===== src/rtl/bli201v32itl_core_exu_bjp_pkg.sv =====
`default_nettype none
// ============================================================================
// Module  : bli201v32itl_core_exu_bjp_pkg
// Brief   : Shared constants and FSM encoding for the branch/jump unit.
// Revision: 1.0
// ============================================================================
package bli201v32itl_core_exu_bjp_pkg;

   localparam int c_XLEN = 32;

   localparam logic [2:0] c_BEQ  = 3'b000;
   localparam logic [2:0] c_BNE  = 3'b001;
   localparam logic [2:0] c_BLT  = 3'b100;
   localparam logic [2:0] c_BGE  = 3'b101;
   localparam logic [2:0] c_BLTU = 3'b110;
   localparam logic [2:0] c_BGEU = 3'b111;

   typedef enum logic [0:0] {
      IDLE = 1'b0,
      HOLD = 1'b1
   } bjp_state_t;

endpackage : bli201v32itl_core_exu_bjp_pkg
`default_nettype wire


===== src/rtl/bli201v32itl_core_exu_bjp_cond.sv =====
`default_nettype none
// ============================================================================
// Module  : bli201v32itl_core_exu_bjp_cond
// Brief   : funct3 + comparator flags -> branch condition / illegal decode.
// Revision: 1.0
// ============================================================================
module bli201v32itl_core_exu_bjp_cond
   import bli201v32itl_core_exu_bjp_pkg::*;
(
   input  logic [2:0] i_funct3,
   input  logic       i_eq,
   input  logic       i_lt,
   output logic       o_cond,
   output logic       o_illegal
);

   // Signed/unsigned share one lt flag; the bru is steered by funct3[1].
   always_comb begin
      o_cond    = 1'b0;
      o_illegal = 1'b0;
      case (i_funct3)
         c_BEQ:          o_cond = i_eq;
         c_BNE:          o_cond = ~i_eq;
         c_BLT, c_BLTU:  o_cond = i_lt;
         c_BGE, c_BGEU:  o_cond = ~i_lt;
         default:        o_illegal = 1'b1;
      endcase
   end

endmodule : bli201v32itl_core_exu_bjp_cond
`default_nettype wire


===== src/rtl/bli201v32itl_core_exu_bjp.sv =====
`default_nettype none
// ============================================================================
// Module  : bli201v32itl_core_exu_bjp
// Brief   : Branch/jump resolution, registered IFU redirect, perf counters.
// Revision: 1.0
// ============================================================================
module bli201v32itl_core_exu_bjp
   import bli201v32itl_core_exu_bjp_pkg::*;
#(
   parameter int              CNT_W  = 32,
   parameter logic [31:0]     RST_PC = 32'h0000_0000
) (
   input  logic               clk,
   input  logic               rst_n,
   input  logic               bjp_i_valid,
   output logic               bjp_o_ready,
   input  logic [c_XLEN-1:0]  bjp_i_pc,
   input  logic [c_XLEN-1:0]  bjp_i_imm,
   input  logic [c_XLEN-1:0]  bjp_i_rs1,
   input  logic [2:0]         bjp_i_funct3,
   input  logic               bjp_i_is_br,
   input  logic               bjp_i_is_jal,
   input  logic               bjp_i_is_jalr,
   output logic               bjp_o_br_un,
   input  logic               bjp_i_br_eq,
   input  logic               bjp_i_br_lt,
   output logic               bjp_o_redir_valid,
   input  logic               bjp_i_redir_ready,
   output logic [c_XLEN-1:0]  bjp_o_redir_pc,
   output logic               bjp_o_flush,
   output logic               bjp_o_link_valid,
   output logic [c_XLEN-1:0]  bjp_o_link_data,
   output logic               bjp_o_misalign,
   output logic               bjp_o_illegal,
   output logic [CNT_W-1:0]   bjp_o_br_cnt,
   output logic [CNT_W-1:0]   bjp_o_taken_cnt
);

   bjp_state_t           r_state;
   logic                 r_redir_valid;
   logic [c_XLEN-1:0]    r_redir_pc;
   logic                 r_flush;
   logic                 r_link_valid;
   logic [c_XLEN-1:0]    r_link_data;
   logic                 r_misalign;
   logic                 r_illegal;
   logic [CNT_W-1:0]     r_br_cnt;
   logic [CNT_W-1:0]     r_taken_cnt;

   logic                 w_accept;
   logic                 w_jalr;
   logic                 w_jal;
   logic                 w_br;
   logic                 w_cond;
   logic                 w_cond_illegal;
   logic                 w_br_legal;
   logic                 w_taken;
   logic [c_XLEN-1:0]    w_target;
   logic                 w_misalign;

   bli201v32itl_core_exu_bjp_cond u_cond (
      .i_funct3  (bjp_i_funct3),
      .i_eq      (bjp_i_br_eq),
      .i_lt      (bjp_i_br_lt),
      .o_cond    (w_cond),
      .o_illegal (w_cond_illegal)
   );

   // One-hot type after priority resolution: jalr > jal > br.
   assign w_jalr     = bjp_i_is_jalr;
   assign w_jal      = bjp_i_is_jal & ~bjp_i_is_jalr;
   assign w_br       = bjp_i_is_br & ~bjp_i_is_jal & ~bjp_i_is_jalr;
   assign w_br_legal = w_br & ~w_cond_illegal;

   assign w_accept   = bjp_i_valid & (r_state == IDLE);
   assign w_taken    = w_jal | w_jalr | (w_br_legal & w_cond);
   assign w_target   = w_jalr ? ((bjp_i_rs1 + bjp_i_imm) & ~32'h1)
                              : (bjp_i_pc + bjp_i_imm);
   assign w_misalign = w_taken & (w_target[1:0] != 2'b00);

   always_ff @(posedge clk or negedge rst_n) begin
      if (!rst_n) begin
         r_state       <= IDLE;
         r_redir_valid <= 1'b0;
         r_redir_pc    <= RST_PC;
         r_flush       <= 1'b0;
         r_link_valid  <= 1'b0;
         r_link_data   <= '0;
         r_misalign    <= 1'b0;
         r_illegal     <= 1'b0;
         r_br_cnt      <= '0;
         r_taken_cnt   <= '0;
      end else begin
         r_flush      <= 1'b0;
         r_link_valid <= 1'b0;
         r_misalign   <= 1'b0;
         r_illegal    <= 1'b0;
         case (r_state)
            IDLE: begin
               if (w_accept) begin
                  if (w_jal | w_jalr) begin
                     r_link_valid <= 1'b1;
                     r_link_data  <= bjp_i_pc + 32'd4;
                  end
                  if (w_br & w_cond_illegal) begin
                     r_illegal <= 1'b1;
                  end
                  if (w_br_legal) begin
                     if (r_br_cnt != {CNT_W{1'b1}}) begin
                        r_br_cnt <= r_br_cnt + 1'b1;
                     end
                     if (w_cond && (r_taken_cnt != {CNT_W{1'b1}})) begin
                        r_taken_cnt <= r_taken_cnt + 1'b1;
                     end
                  end
                  if (w_taken) begin
                     r_redir_pc <= w_target;
                     if (w_misalign) begin
                        r_misalign <= 1'b1;
                     end else begin
                        r_redir_valid <= 1'b1;
                        r_flush       <= 1'b1;
                        r_state       <= HOLD;
                     end
                  end
               end
            end
            HOLD: begin
               if (bjp_i_redir_ready) begin
                  r_redir_valid <= 1'b0;
                  r_state       <= IDLE;
               end
            end
            default: r_state <= IDLE;
         endcase
      end
   end

   assign bjp_o_ready       = (r_state == IDLE);
   assign bjp_o_br_un       = bjp_i_funct3[1];
   assign bjp_o_redir_valid = r_redir_valid;
   assign bjp_o_redir_pc    = r_redir_pc;
   assign bjp_o_flush       = r_flush;
   assign bjp_o_link_valid  = r_link_valid;
   assign bjp_o_link_data   = r_link_data;
   assign bjp_o_misalign    = r_misalign;
   assign bjp_o_illegal     = r_illegal;
   assign bjp_o_br_cnt      = r_br_cnt;
   assign bjp_o_taken_cnt   = r_taken_cnt;

endmodule : bli201v32itl_core_exu_bjp
`default_nettype wire


===== config.mk =====
export PLATFORM = sky130hd
export DESIGN_NAME = bli201v32itl_core_exu_bjp
export DESIGN_NICKNAME = d
export VERILOG_FILES = /design/src/rtl/bli201v32itl_core_exu_bjp_pkg.sv /design/src/rtl/bli201v32itl_core_exu_bjp_cond.sv /design/src/rtl/bli201v32itl_core_exu_bjp.sv
export SDC_FILE = /design/constraint.sdc
export NUM_CORES = 1
export LEC_CHECK = 0
export ABC_CLOCK_PERIOD_IN_PS = 4700
export CAP_MARGIN = 10
export CORE_ASPECT_RATIO = 0.5
export CORE_UTILIZATION = 53
export DETAILED_ROUTE_END_ITERATION = 12
export GPL_ROUTABILITY_DRIVEN = 0
export PLACE_DENSITY = 0.87
export SLEW_MARGIN = 20
export SYNTH_ARGS = -nofsm -noshare
export SYNTH_HDL_FRONTEND = slang
export SYNTH_SLANG_ARGS = --single-unit

===== constraint.sdc =====
create_clock -name clk -period 4.7 [get_ports clk]
set_input_delay 1.41 -clock clk [delete_from_list [all_inputs] [get_ports clk]]
set_output_delay 1.41 -clock clk [all_outputs]
set_load 0.03 [all_outputs]

==> impl_metrics.tcl, run 1 <==
set metrics [dict create \
    route.detailed.drc 0 \
    io_pins 243 \
    fin_nets 1423 \
    period_needed_ns 4.36 \
    p_total_mw 4.46 \
    synth_commonest_cells "dfrtp_1 (134), nor2_1 (114), a21oi_1 (111)" \
    syn_nets 1170 \
    cts_hold_buf 0 \
    clkLatencyLatePin_ns 0.42 \
    rsz0062_at_grt "no" \
    switching_share_pct 36.8 \
    synth_warnings 0 \
    antenna_left 0 \
    hpwl_um 20400 \
    syn_area_per_cell_um2 9.01 \
    row_count 33 \
    tightest_slew_ns 1.01 \
    drt-total-wl_um 26700 \
    overflow 0 \
    comb_power_share_pct 37.3 \
    ys_seq_area_share_pct 37.4 \
    whs_path_depth 2 \
    worstSetupStartpointType "primary input" \
    grt_max_degree 104 \
    grt_pass1_vias 8440 \
    cts_max_path_buffers 2 \
    synth.most_common_cell "dfrtp_1" \
    clock_skew_ns 0.00907 \
    reg2reg_slack_ns 1.92 \
    synth_top_area_share_pct 37.4 \
    ys_ff_latch 134 \
    path_common_cell "o21ai_2" \
    cp_max_fo 3 \
    power.density_mw_per_mm2 363 \
    setup_violations 0 \
    yosys-top-cells-area "dfrtp_1 (37%), ha_1 (8.9%), xnor2_1 (8.2%), xor2_1 (6.3%), a21oi_1 (6.2%)" \
    firstDrtPassIters 6 \
    slowest_stage "clkdlybuf4s50_1" \
    worstSetupPathType "primary input to flop" \
    ys_async_sr_fraction_pct 100 \
    max_freq_mhz 229 \
    final_hold_viol_count 0 \
    cts_sinks 134 \
    pwr-share-clk_pct 30.0 \
    die_h_um 94.0 \
    cts_max_level 4 \
    yosys.area.top_type "dfrtp_1" \
    synth_edf_count 0 \
    outcome "finished, final reports clean" \
    power_switching_mw 1.64 \
    route.vias.total 8572 \
    period_share_pct 92.8 \
    groute.usage.overall_pct 31.0 \
    die_w_um 186 \
    placed_area_mm2 0.0117 \
    dieArea_mm2 0.0175 \
    cp.required_ns 5.00 \
    portBuffers 242 \
    yosys.cell_types.count 67 \
    drv_slew 0 \
    reg2regPathDepth 10 \
    p_leak_nw 5.31 \
    critical-path-max-stage-delay_ns 0.44 \
    internal_power_mw 2.82 \
    grt_pass1_wl_um 42100 \
    area_growth_pct 37.0 \
    grt_antenna_before_repair 1 \
    post_drt_via_cell_ratio 5.75 \
    cts-root-buf "clkbuf_16" \
    rr_startpoint "bjp_o_taken_cnt[7]" \
    coreArea_mm2 0.0165 \
    whs_endpoint "bjp_o_redir_pc[2]" \
    drtIter0Drc 514 \
    ir_drop_mv 0.305 \
    fin_area_mm2 0.0123 \
    wl_per_cell_um 17.9 \
    min_from "bjp_o_redir_pc[2]" \
    p_seq_share_pct 32.6 \
    post_cts_buffers 0 \
    clk_pin_slew_ns 0.06 \
    cts_buffers 17 \
    reg2reg_to "bjp_o_taken_cnt[15]" \
    finalNonFillerCells 1490 \
    slew_headroom_pct 32.6 \
    start_util_pct 54.5 \
    final_layout_size_suffix_gt1_share_pct 5.71 \
    hold_class "flop to flop" \
    synthFlopType "dfrtp_1" \
    cp-end-kind "flop" \
    synth_cells 996 \
    netlist_area_mm2 0.00898 \
    dp_cells 1457 \
    ctsResizeCount 0 \
    crit_chain "clkdlybuf4s50_1 -> ha_1 -> fa_1 -> a21o_1 -> a221oi_2 -> o21ai_2 -> a31oi_4 -> o21ai_2 -> o21a_4 -> a311oi_4 -> o21bai_2 -> xor2_1 -> a221o_1" \
    max_cap_viol_count 0 \
    holdWs_ns 0.477 \
    critPathArrivalTime_ns 4.66 \
    utilization_pct 74.6 \
    cts_tree "yes" \
]
logic make-up after synthesis:
family | Yosys count | synth area share, %
simple gates | 348 | 18.3
buf+inv | 41 | 1.78
xor+xnor | 149 | 14.5
flops | 134 | 37.4
fa+ha+maj | 66 | 9.37
compound gates | 247 | 17.4
mux | 11 | 1.30
worst max-delay path: cells and delay by family:
kind                     cells  cell delay [ns]
XOR/XNOR                     1             0.15
adder cells (fa/ha/maj)      2             0.68
buffers and inverters        1             0.44
AO/OA/AOI/OAI                9             1.98
sequential cells by signal, summed over array words and instances, names as in the netlist:
name               cells
bjp_o_illegal          1
r_state                1
bjp_o_redir_pc        32
bjp_o_flush            1
bjp_o_link_data       32
bjp_o_br_cnt          32
bjp_o_link_valid       1
bjp_o_misalign         1
bjp_o_redir_valid      1
bjp_o_taken_cnt       32
routing by layer:
metal,track usage [%],vias to the layer above,share of wire [%],routed length (µm)
li1,-,4058,-,-
met1,39.8,4045,42,11100
met2,51.1,400,47,12500
met3,6.71,69,8.3,2220
met4,12.5,0,3.0,808
met5,0,-,0,0
per-stage QoR:
step / TNS, ns / worst slack, ns
6_report: 0 / 0.339
5_1_grt: 0 / 0.210
4_1_cts: 0 / 0.373
3_5_place_dp: -0.0237 / -0.0237
3_3_place_gp: 0 / 0.0573
2_1_floorplan: 0 / 0.603
power by group through the flow:
stage               Combinational [mW]  Sequential, mW  Clock [mW]
floorplan                        0.601            1.81           0
global route                      1.77            1.47        1.40
detailed placement                1.64            1.47           0
global placement                  1.61            1.46           0
CTS                               1.66            1.45        1.35
finish                            1.67            1.46        1.34
area by class of cell:
class,instances,area [µm²]
Multi-Input combinational cell,821,5470
Sequential cell,134,3350
Timing Repair Buffer,259,2550
Clock inverter,13,148
Inverter,16,60.1
Antenna cell,1,2.50
Clock buffer,19,433
Tap cell,227,284
Fill cell,1128,4180
worst max-delay path by stage:
| stage | startpoint | to | slack [ns] | cells past startpoint |
|---|---|---|---|---|
| global placement | bjp_i_imm[0] | bjp_o_redir_pc[28] | 0.06 | 13 |
| global route | bjp_i_imm[0] | bjp_o_redir_pc[28] | 0.21 | 13 |
| finish | bjp_i_pc[0] | bjp_o_redir_pc[28] | 0.34 | 13 |
| floorplan | bjp_i_pc[0] | bjp_o_redir_pc[28] | 0.60 | 12 |
| detailed placement | bjp_i_pc[0] | bjp_o_redir_pc[28] | -0.02 | 13 |
| CTS | bjp_i_pc[0] | bjp_o_redir_pc[28] | 0.37 | 13 |
placed cells by master (no fill, tap or decap), types with 24 or more instances in the layout:
| cell | Yosys | final |
|---|---|---|
| clkdlybuf4s50_1 | 0 | 240 |
| dfrtp_1 | 134 | 134 |
| nor2_1 | 114 | 114 |
| a21oi_1 | 111 | 111 |
| nand2_1 | 91 | 91 |
| xnor2_1 | 84 | 84 |
| xor2_1 | 65 | 65 |
| ha_1 | 64 | 64 |
| nand3_1 | 46 | 46 |
| a21o_1 | 32 | 32 |
| nand4_1 | 26 | 26 |
| o21ai_0 | 24 | 24 |
Power figures use the tool's default switching activity.
==> inputs of run 2 (changes only) <==
--- a/config.mk
+++ b/config.mk
@@ -5,7 +5,6 @@
 export SDC_FILE = /design/constraint.sdc
 export NUM_CORES = 1
 export LEC_CHECK = 0
-export ABC_CLOCK_PERIOD_IN_PS = 4700
 export CAP_MARGIN = 10
 export CORE_ASPECT_RATIO = 0.5
 export CORE_UTILIZATION = 53
==> results of run 2 <==
No change in the layout: final DEF, timing and power equal those of run 1.
==> inputs of run 3 (changes only) <==
--- a/config.mk
+++ b/config.mk
@@ -10,7 +10,9 @@
 export CORE_UTILIZATION = 53
 export DETAILED_ROUTE_END_ITERATION = 12
 export GPL_ROUTABILITY_DRIVEN = 0
+export HOLD_SLACK_MARGIN = 0.1
 export PLACE_DENSITY = 0.87
+export REMOVE_ABC_BUFFERS = 1
 export SLEW_MARGIN = 20
 export SYNTH_ARGS = -nofsm -noshare
 export SYNTH_HDL_FRONTEND = slang
==> impl_metrics.tcl, run 3 (synthesized netlist as in run 1, its figures left out) <==
set metrics [dict create \
    worstSetupPathType "primary input to flop" \
    fillers 1160 \
    p_leak_nw 5.31 \
    firstDrtPassIters 5 \
    cts_tree "yes" \
    portBuffers 242 \
    cts_max_path_buffers 2 \
    ir_drop_mv 0.288 \
    groute.usage.overall_pct 31.2 \
    route.detailed.drc 0 \
    route.vias.total 8643 \
    grt_max_degree 111 \
    fin_tns_setup_ns 0 \
    cp.required_ns 5.00 \
    grtUsageMet1_pct 39.6 \
    cts_hold_buf 0 \
    mostFrequentLayoutCell "clkdlybuf4s50_1" \
    rsz0062_at_grt "no" \
    final_cell_mix "clkdlybuf4s50_1 (240), dfrtp_1 (134), nor2_1 (114)" \
    cp_max_fo 4 \
    coreArea_mm2 0.0165 \
    cts_buffers 17 \
    area_growth_pct 36.7 \
    drv_slew 0 \
    clkLatencyLatePin_ns 0.42 \
    worstSetupStartpointType "primary input" \
    tightest_slew_ns 0.894 \
    regArea_mm2 0.00335 \
    hold_class "flop to flop" \
    drtIter0Drc 671 \
    post_drt_via_cell_ratio 5.81 \
    gr-max-usage-layer "met2" \
    drt-total-wl_um 26900 \
    clock_skew_ns 0.0107 \
    slew_headroom_pct 40.4 \
    grt_pass1_wl_um 42400 \
    antennaDiodeCount 0 \
    row_count 33 \
    final_layout_size_suffix_gt1_share_pct 5.79 \
    power.density_mw_per_mm2 360 \
    overflow 0 \
    grt_use_met3_pct 6.01 \
    die_h_um 94.0 \
    antenna_left 0 \
    grt_antenna_before_repair 0 \
    cp-end-kind "flop" \
    start_util_pct 54.5 \
    io_pins 243 \
    dieArea_mm2 0.0175 \
    finalNonFillerCells 1488 \
    setup_violations 0 \
    max_cap_viol_count 0 \
    final_hold_viol_count 0 \
    critPathArrivalTime_ns 4.60 \
    multiInputGateArea_mm2 0.00547 \
    use_met2_pct 52.5 \
    cts-root-buf "clkbuf_16" \
    period_share_pct 91.6 \
    cts_max_level 4 \
    ctsResizeCount 0 \
    cts_sinks 134 \
    die_w_um 186 \
    hpwl_um 20300 \
    max_freq_mhz 232 \
    grt_pass1_vias 8439 \
    post_cts_buffers 0 \
    dp_cells 1456 \
    period_needed_ns 4.30 \
    outcome "finished, final reports clean" \
    wl_per_cell_um 18.0 \
    clk_pin_slew_ns 0.07 \
    fin_nets 1422 \
]
-- run 3: final timing paths --
path / cells after the start / start / end / slack, ns
worst max register to register: 11 / bjp_o_br_cnt[0] / bjp_o_br_cnt[25] / 1.95
worst max-delay path: 13 / bjp_i_imm[0] / bjp_o_redir_pc[28] / 0.40
worst min register to register: 2 / bjp_o_redir_pc[20] / bjp_o_redir_pc[20] / 0.48
max in group asynchronous: 2 / rst_n / bjp_o_link_data[10] / 2.78
worst min-delay path: 2 / bjp_o_redir_pc[20] / bjp_o_redir_pc[20] / 0.48
min in group asynchronous: 1 / rst_n / bjp_o_taken_cnt[17] / 1.10
-- run 3: worst max-delay path: stages --
cell,delay [ns]
clkdlybuf4s50_1,0.45
ha_1,0.23
fa_1,0.41
a21o_1,0.20
a221oi_2,0.35
o21ai_2,0.15
a31oi_4,0.24
o21ai_2,0.12
o21a_4,0.24
a311oi_4,0.29
o21bai_2,0.09
xor2_1,0.14
a221o_1,0.29
-- run 3: power breakdown --
| group | internal [mW] | switching, mW |
|---|---|---|
| Sequential | 1.33 | 0.124 |
| Clock | 0.715 | 0.591 |
| Combinational | 0.700 | 0.961 |
-- run 3: layer usage --
| metal | routed length [µm] | vias to the layer above | share of wire [%] |
|---|---|---|---|
| met4 | 870 | 0 | 3.2 |
| met3 | 2110 | 72 | 7.9 |
| li1 | - | 4056 | - |
| met1 | 11100 | 4120 | 41 |
| met2 | 12800 | 395 | 48 |
| met5 | 0 | - | 0 |
-- run 3: per-stage QoR --
stage | util [%] | cell area [µm²] | setup WS (ns) | total power [mW] | hold WS (ns)
floorplan | - | 8880 | -2.34 | 2.40 | 0.549
global placement | 71.0 | 11700 | 0.0292 | 3.06 | 0.454
detailed placement | 71.0 | 11700 | -0.00422 | 3.11 | 0.461
CTS | 74.5 | 12300 | 0.413 | 4.43 | 0.481
global route | 74.5 | 12300 | 0.241 | 4.61 | 0.509
finish | 74.5 | 12300 | 0.397 | 4.42 | 0.478
-- run 3: area by class of cell --
type / instances / area share (%)
inverter: 16 / 0.489
tap: 227 / 2.31
clock buffer: 18 / 3.58
clock inverter: 14 / 1.04
timing repair buffer: 258 / 20.7
sequential: 134 / 27.3
multi-input combinational: 821 / 44.6
==> RTL edit 1 (settings of run 3) <==
Reset style: synchronous (`rst_n`), changed in one clocked block.
--- a/src/rtl/bli201v32itl_core_exu_bjp.sv
+++ b/src/rtl/bli201v32itl_core_exu_bjp.sv
@@ -78,7 +78,7 @@
                               : (bjp_i_pc + bjp_i_imm);
    assign w_misalign = w_taken & (w_target[1:0] != 2'b00);
 
-   always_ff @(posedge clk or negedge rst_n) begin
+   always_ff @(posedge clk) begin
       if (!rst_n) begin
          r_state       <= IDLE;
          r_redir_valid <= 1'b0;
Formal check against the unedited RTL: differs if rst_n is asserted again (counterexample within 4 cycles, from zero or initial values and one cycle with rst_n low); with rst_n held inactive, the same outputs for 4 cycles.
==> RTL edit 1 against run 3 <==
First-iteration DRC count rose by 44%; total power fell by 15%; core utilization fell by 1.3 points; sequential share of layout area fell by 6.3 points; sequential power fell by 15%; area after synthesis rose by 5.1%; sequential cell count did not move; final area rose by 3.8%; routed wire length rose by 15%; worst setup slack got worse by 0.11 ns; hold slack got worse by 0.018 ns.
==> RTL edit 1: results (changes against run 3) <==
Crit Path Max Fanout 3 (-1); Async SR Flop Fraction 0 (-1.00); Worst R2R Start bjp_o_taken_cnt[5]; Final nets 1620 (+14%); top cells by count, synth nor2_1 (151), dfxtp_1 (134), nand2_1 (102); final wirelength 30900 um (+15%); Peak VDD IR 0.000239 V (-17%); Crit-path slowest cell a2111oi_1; DP Area 0.0121 sq mm (+3.5%); R2R cell count 8 (-3); Post-Place Cells 1661 (+14%); Synth Instances 1218 (+22%); crit path to bjp_o_redir_pc[28]; Hold Startpoint bjp_o_link_data[0]; end of the worst register-to-register path bjp_o_taken_cnt[19]; Reg2Reg Setup Slack 2.04 ns (+0.09 ns); DRT iter0 DRCs 969 (+44%); slew margin rel. 0.516 (+0.112); GR Layer Usage met2 0.569 (+0.0442); vias in the first global route 9516 (+13%); synth top area cells dfxtp_1 (28%), ha_1 (8.5%), xnor2_1 (6.1%); # fillers 1288 (+11%); run status finished clean; Adder-Cell Fraction of Synth Area 0.0891 (-0.00452); Compound-Gate Fraction of Synth Area 0.235 (+0.0616); M3 GR Usage 0.0682 (+0.00810); final hold slack 0.460 ns (-0.0184 ns); xor/xnor share of the synthesized area 0.105 (-0.0404); first-pass GRT wire length 48100 um (+13%); Vias/cell 6.13 (+5.5%); fraction of layout cells with a size suffix above 1 0.0507 (-0.00717); largest net degree at the start of global routing 87 (-22%); DR vias 10400 (+20%); slowest stage delay, CP 0.49 ns (+0.04 ns); Pleak 4.79 nW (-9.8%); Yosys cell types 76 (+13%); worst clock skew 0.0169 ns (+0.00625 ns)
-- RTL edit 1: metal layers --
layer | up-vias | share of wire | wire length, um
li1 | 4893 | - | -
met3 | 88 | 0.091 | 2810
met5 | - | 0 | 0
met2 | 506 | 0.47 | 14700
met4 | 0 | 0.027 | 835
met1 | 4892 | 0.41 | 12600
-- RTL edit 1: critical path: cells and delay by family --
| kind | cells | cell delay (ns) |
|---|---|---|
| xor+xnor | 1 | 0.14 |
| fa+ha+maj | 2 | 0.66 |
| simple gates | 2 | 0.24 |
| compound gates | 5 | 1.65 |
| buf+inv | 2 | 0.65 |
-- RTL edit 1: how the worst min path moves through the flow --
stage | endpoint | cells after the start
5_1_grt | bjp_o_link_data[0] | 2
2_1_floorplan | bjp_o_redir_valid | 2
3_3_place_gp | bjp_o_link_data[3] | 2
6_report | bjp_o_link_data[0] | 2
4_1_cts | bjp_o_link_data[0] | 2
3_5_place_dp | bjp_o_link_data[0] | 2
-- RTL edit 1: layout make-up --
cell class | instances | area share
repair buffers | 259 | 0.202
multi-input cells | 996 | 0.504
clock inverters | 14 | 0.0146
well taps | 234 | 0.0230
flip-flops and latches | 134 | 0.211
clock buffers | 18 | 0.0345
inverters | 38 | 0.0112
-- RTL edit 1: cell families after synthesis --
family          count (synthesis)
simple gates                  473
compound gates                337
flops                         134
xor+xnor                      113
buf+inv                        88
fa+ha+maj                      66
mux                             7
-- RTL edit 1: power by group through the flow --
stage | Combinational (mW) | Sequential [mW] | Clock, mW
2_1_floorplan | 0.522 | 1.37 | 0
3_3_place_gp | 1.03 | 1.25 | 0
3_5_place_dp | 1.05 | 1.26 | 0
4_1_cts | 1.06 | 1.23 | 1.45
5_1_grt | 1.15 | 1.24 | 1.50
6_report | 1.08 | 1.23 | 1.44
-- RTL edit 1: through the flow --
step | setup slack [ns] | utilization
floorplan | 0.548 | -
global placement | 0.0374 | 0.696
detailed placement | -0.0166 | 0.696
CTS | 0.398 | 0.732
global route | 0.221 | 0.732
finish | 0.286 | 0.732
==> RTL edit 2 (config.mk and constraints of run 3) <==
Without the edit above. `CNT_W`: 32 -> 64.
--- a/src/rtl/bli201v32itl_core_exu_bjp.sv
+++ b/src/rtl/bli201v32itl_core_exu_bjp.sv
@@ -7,7 +7,7 @@
 module bli201v32itl_core_exu_bjp
    import bli201v32itl_core_exu_bjp_pkg::*;
 #(
-   parameter int              CNT_W  = 32,
+   parameter int              CNT_W  = 64,
    parameter logic [31:0]     RST_PC = 32'h0000_0000
 ) (
    input  logic               clk,
Ports: changed (resized bjp_o_br_cnt and bjp_o_taken_cnt); port bits go from 243 to 307. The function was not compared with the original's and may differ.
==> RTL edit 2 against run 3 <==
Sequential cell count is 64 higher; hold slack worse by 0.0027 ns; worst setup slack worse by 0.17 ns; final area is 34% higher; total power is 19% higher; register-to-register slack worse by 0.22 ns; area after synthesis is 37% higher; routed wire length is 38% higher; first-iteration DRC count is 73% higher; die area is 37% higher; critical endpoint is now bjp_o_redir_pc[30]; largest cell class unchanged.
==> RTL edit 2: results (changes against run 3) <==
# fillers 1676 (+44%); vias in the first global route 11100 (+32%); Adder-Cell Fraction of Synth Area 0.0682 (-0.0255); met1 GRT Util 0.396 (about the same); initial antenna violation count 1 (+1); # port buffers 306 (+26%); Peak VDD IR 0.000287 V (-0.55%); largest net degree at the start of global routing 96 (-14%); Worst Path Arrival 4.83 ns (+0.23 ns); synth top area cells dfrtp_1 (40%), xnor2_1 (10%), ha_1 (6.5%); xor/xnor share of the synthesized area 0.147 (+0.00168); met1 wire length 15400 um (+39%); DRT iter0 DRCs 1164 (+73%); mux contribution to synthesized area 0.00416 (-0.00880); Finished Layout Cells 1978 (+33%); Post-CTS Setup Inserts 0 (unchanged); # H-tree levels 4 (unchanged); Vias/cell 5.91 (+1.7%); first-pass GRT wire length 58000 um (+37%); WL met3 2240 um (+5.9%); Pleak 7.05 nW (+33%); Final nets 1831 (+29%); Crit Path Max Fanout 4 (unchanged); Detailed Routing Iterations Pass 1 7 (+2); Yosys cell types 75 (+12%); Syn. warnings 0 (unchanged); uppermost routed layer met4; Compound-Gate Fraction of Synth Area 0.146 (-0.0277); Post-Place Cells 1945 (+34%); CTS Buffer Depth 2 (unchanged); GR Layer Usage met2 0.530 (+0.00461); top cells by count, synth dfrtp_1 (198), nand2_1 (152), xnor2_1 (143); final wirelength 37200 um (+38%); sequential area share after synthesis 0.402 (+0.0283); post-CTS sizing 0 (unchanged); worst slew pin tran 0.842 ns (-0.0518 ns); Detail Placement HPWL 28400 um (+40%); area growth from synthesis to final layout 33.6%; M3 GR Usage 0.0476 (-0.0125); met2 WL 18200 um (+42%); GRT Overall Usage 0.310 (-0.00264); run status finished clean; Synth Instances 1337 (+34%); fraction of layout cells with a size suffix above 1 0.0539 (-0.00400); Root Buffer clkbuf_16; DP Area 0.0159 sq mm (+36%); pre-CTS WS -0.231 ns (-0.226 ns); worst clock skew 0.00799 ns (-0.00269 ns); worst skew pair latency 0.45 ns (+0.03 ns)
[RTL edit 2: cell count changes after synthesis, moves of 17 or more]
cell	run 3	this run
a21oi_1	111	84
and4_1	5	22
dfrtp_1	134	198
nand2_1	91	152
nand3_1	46	83
nand4_1	26	45
nor2_1	114	95
o21ai_0	24	78
xnor2_1	84	143
[RTL edit 2: layout make-up]
| cell class | count | share of cell area |
|---|---|---|
| sequential | 198 | 0.301 |
| tap | 307 | 0.0233 |
| multi-input combinational | 1082 | 0.434 |
| inverter | 22 | 0.00501 |
| clock inverter | 14 | 0.0100 |
| clock buffer | 18 | 0.0267 |
| timing repair buffer | 336 | 0.200 |
| antenna | 1 | 0.000152 |
[RTL edit 2: report_power, final]
group          switching, mW  leakage [nW]  internal (mW)
Sequential             0.133          2.61           1.88
Combinational           1.02          4.15          0.722
Clock                  0.734         0.278          0.769
Total                   1.88          7.05           3.37
[RTL edit 2: final timing paths]
path	startpoint	end	slack (ns)	cells after the start
worst max-delay path	bjp_i_imm[0]	bjp_o_redir_pc[30]	0.23	12
worst min-delay path	bjp_o_redir_pc[0]	bjp_o_redir_pc[0]	0.48	2
worst max register to register	bjp_o_taken_cnt[26]	bjp_o_taken_cnt[57]	1.73	10
worst min register to register	bjp_o_redir_pc[0]	bjp_o_redir_pc[0]	0.48	2
max in group asynchronous	rst_n	bjp_o_redir_pc[11]	2.63	2
min in group asynchronous	rst_n	bjp_o_taken_cnt[53]	1.04	1
[RTL edit 2: worst max-delay path: stages]
cell	delay, ns
clkdlybuf4s50_1	0.45
ha_1	0.23
fa_1	0.42
a211oi_1	0.31
o21bai_1	0.23
a311oi_1	0.36
o21bai_1	0.16
a311oi_1	0.37
o31ai_1	0.18
a311oi_1	0.33
xor2_1	0.11
a211oi_1	0.26
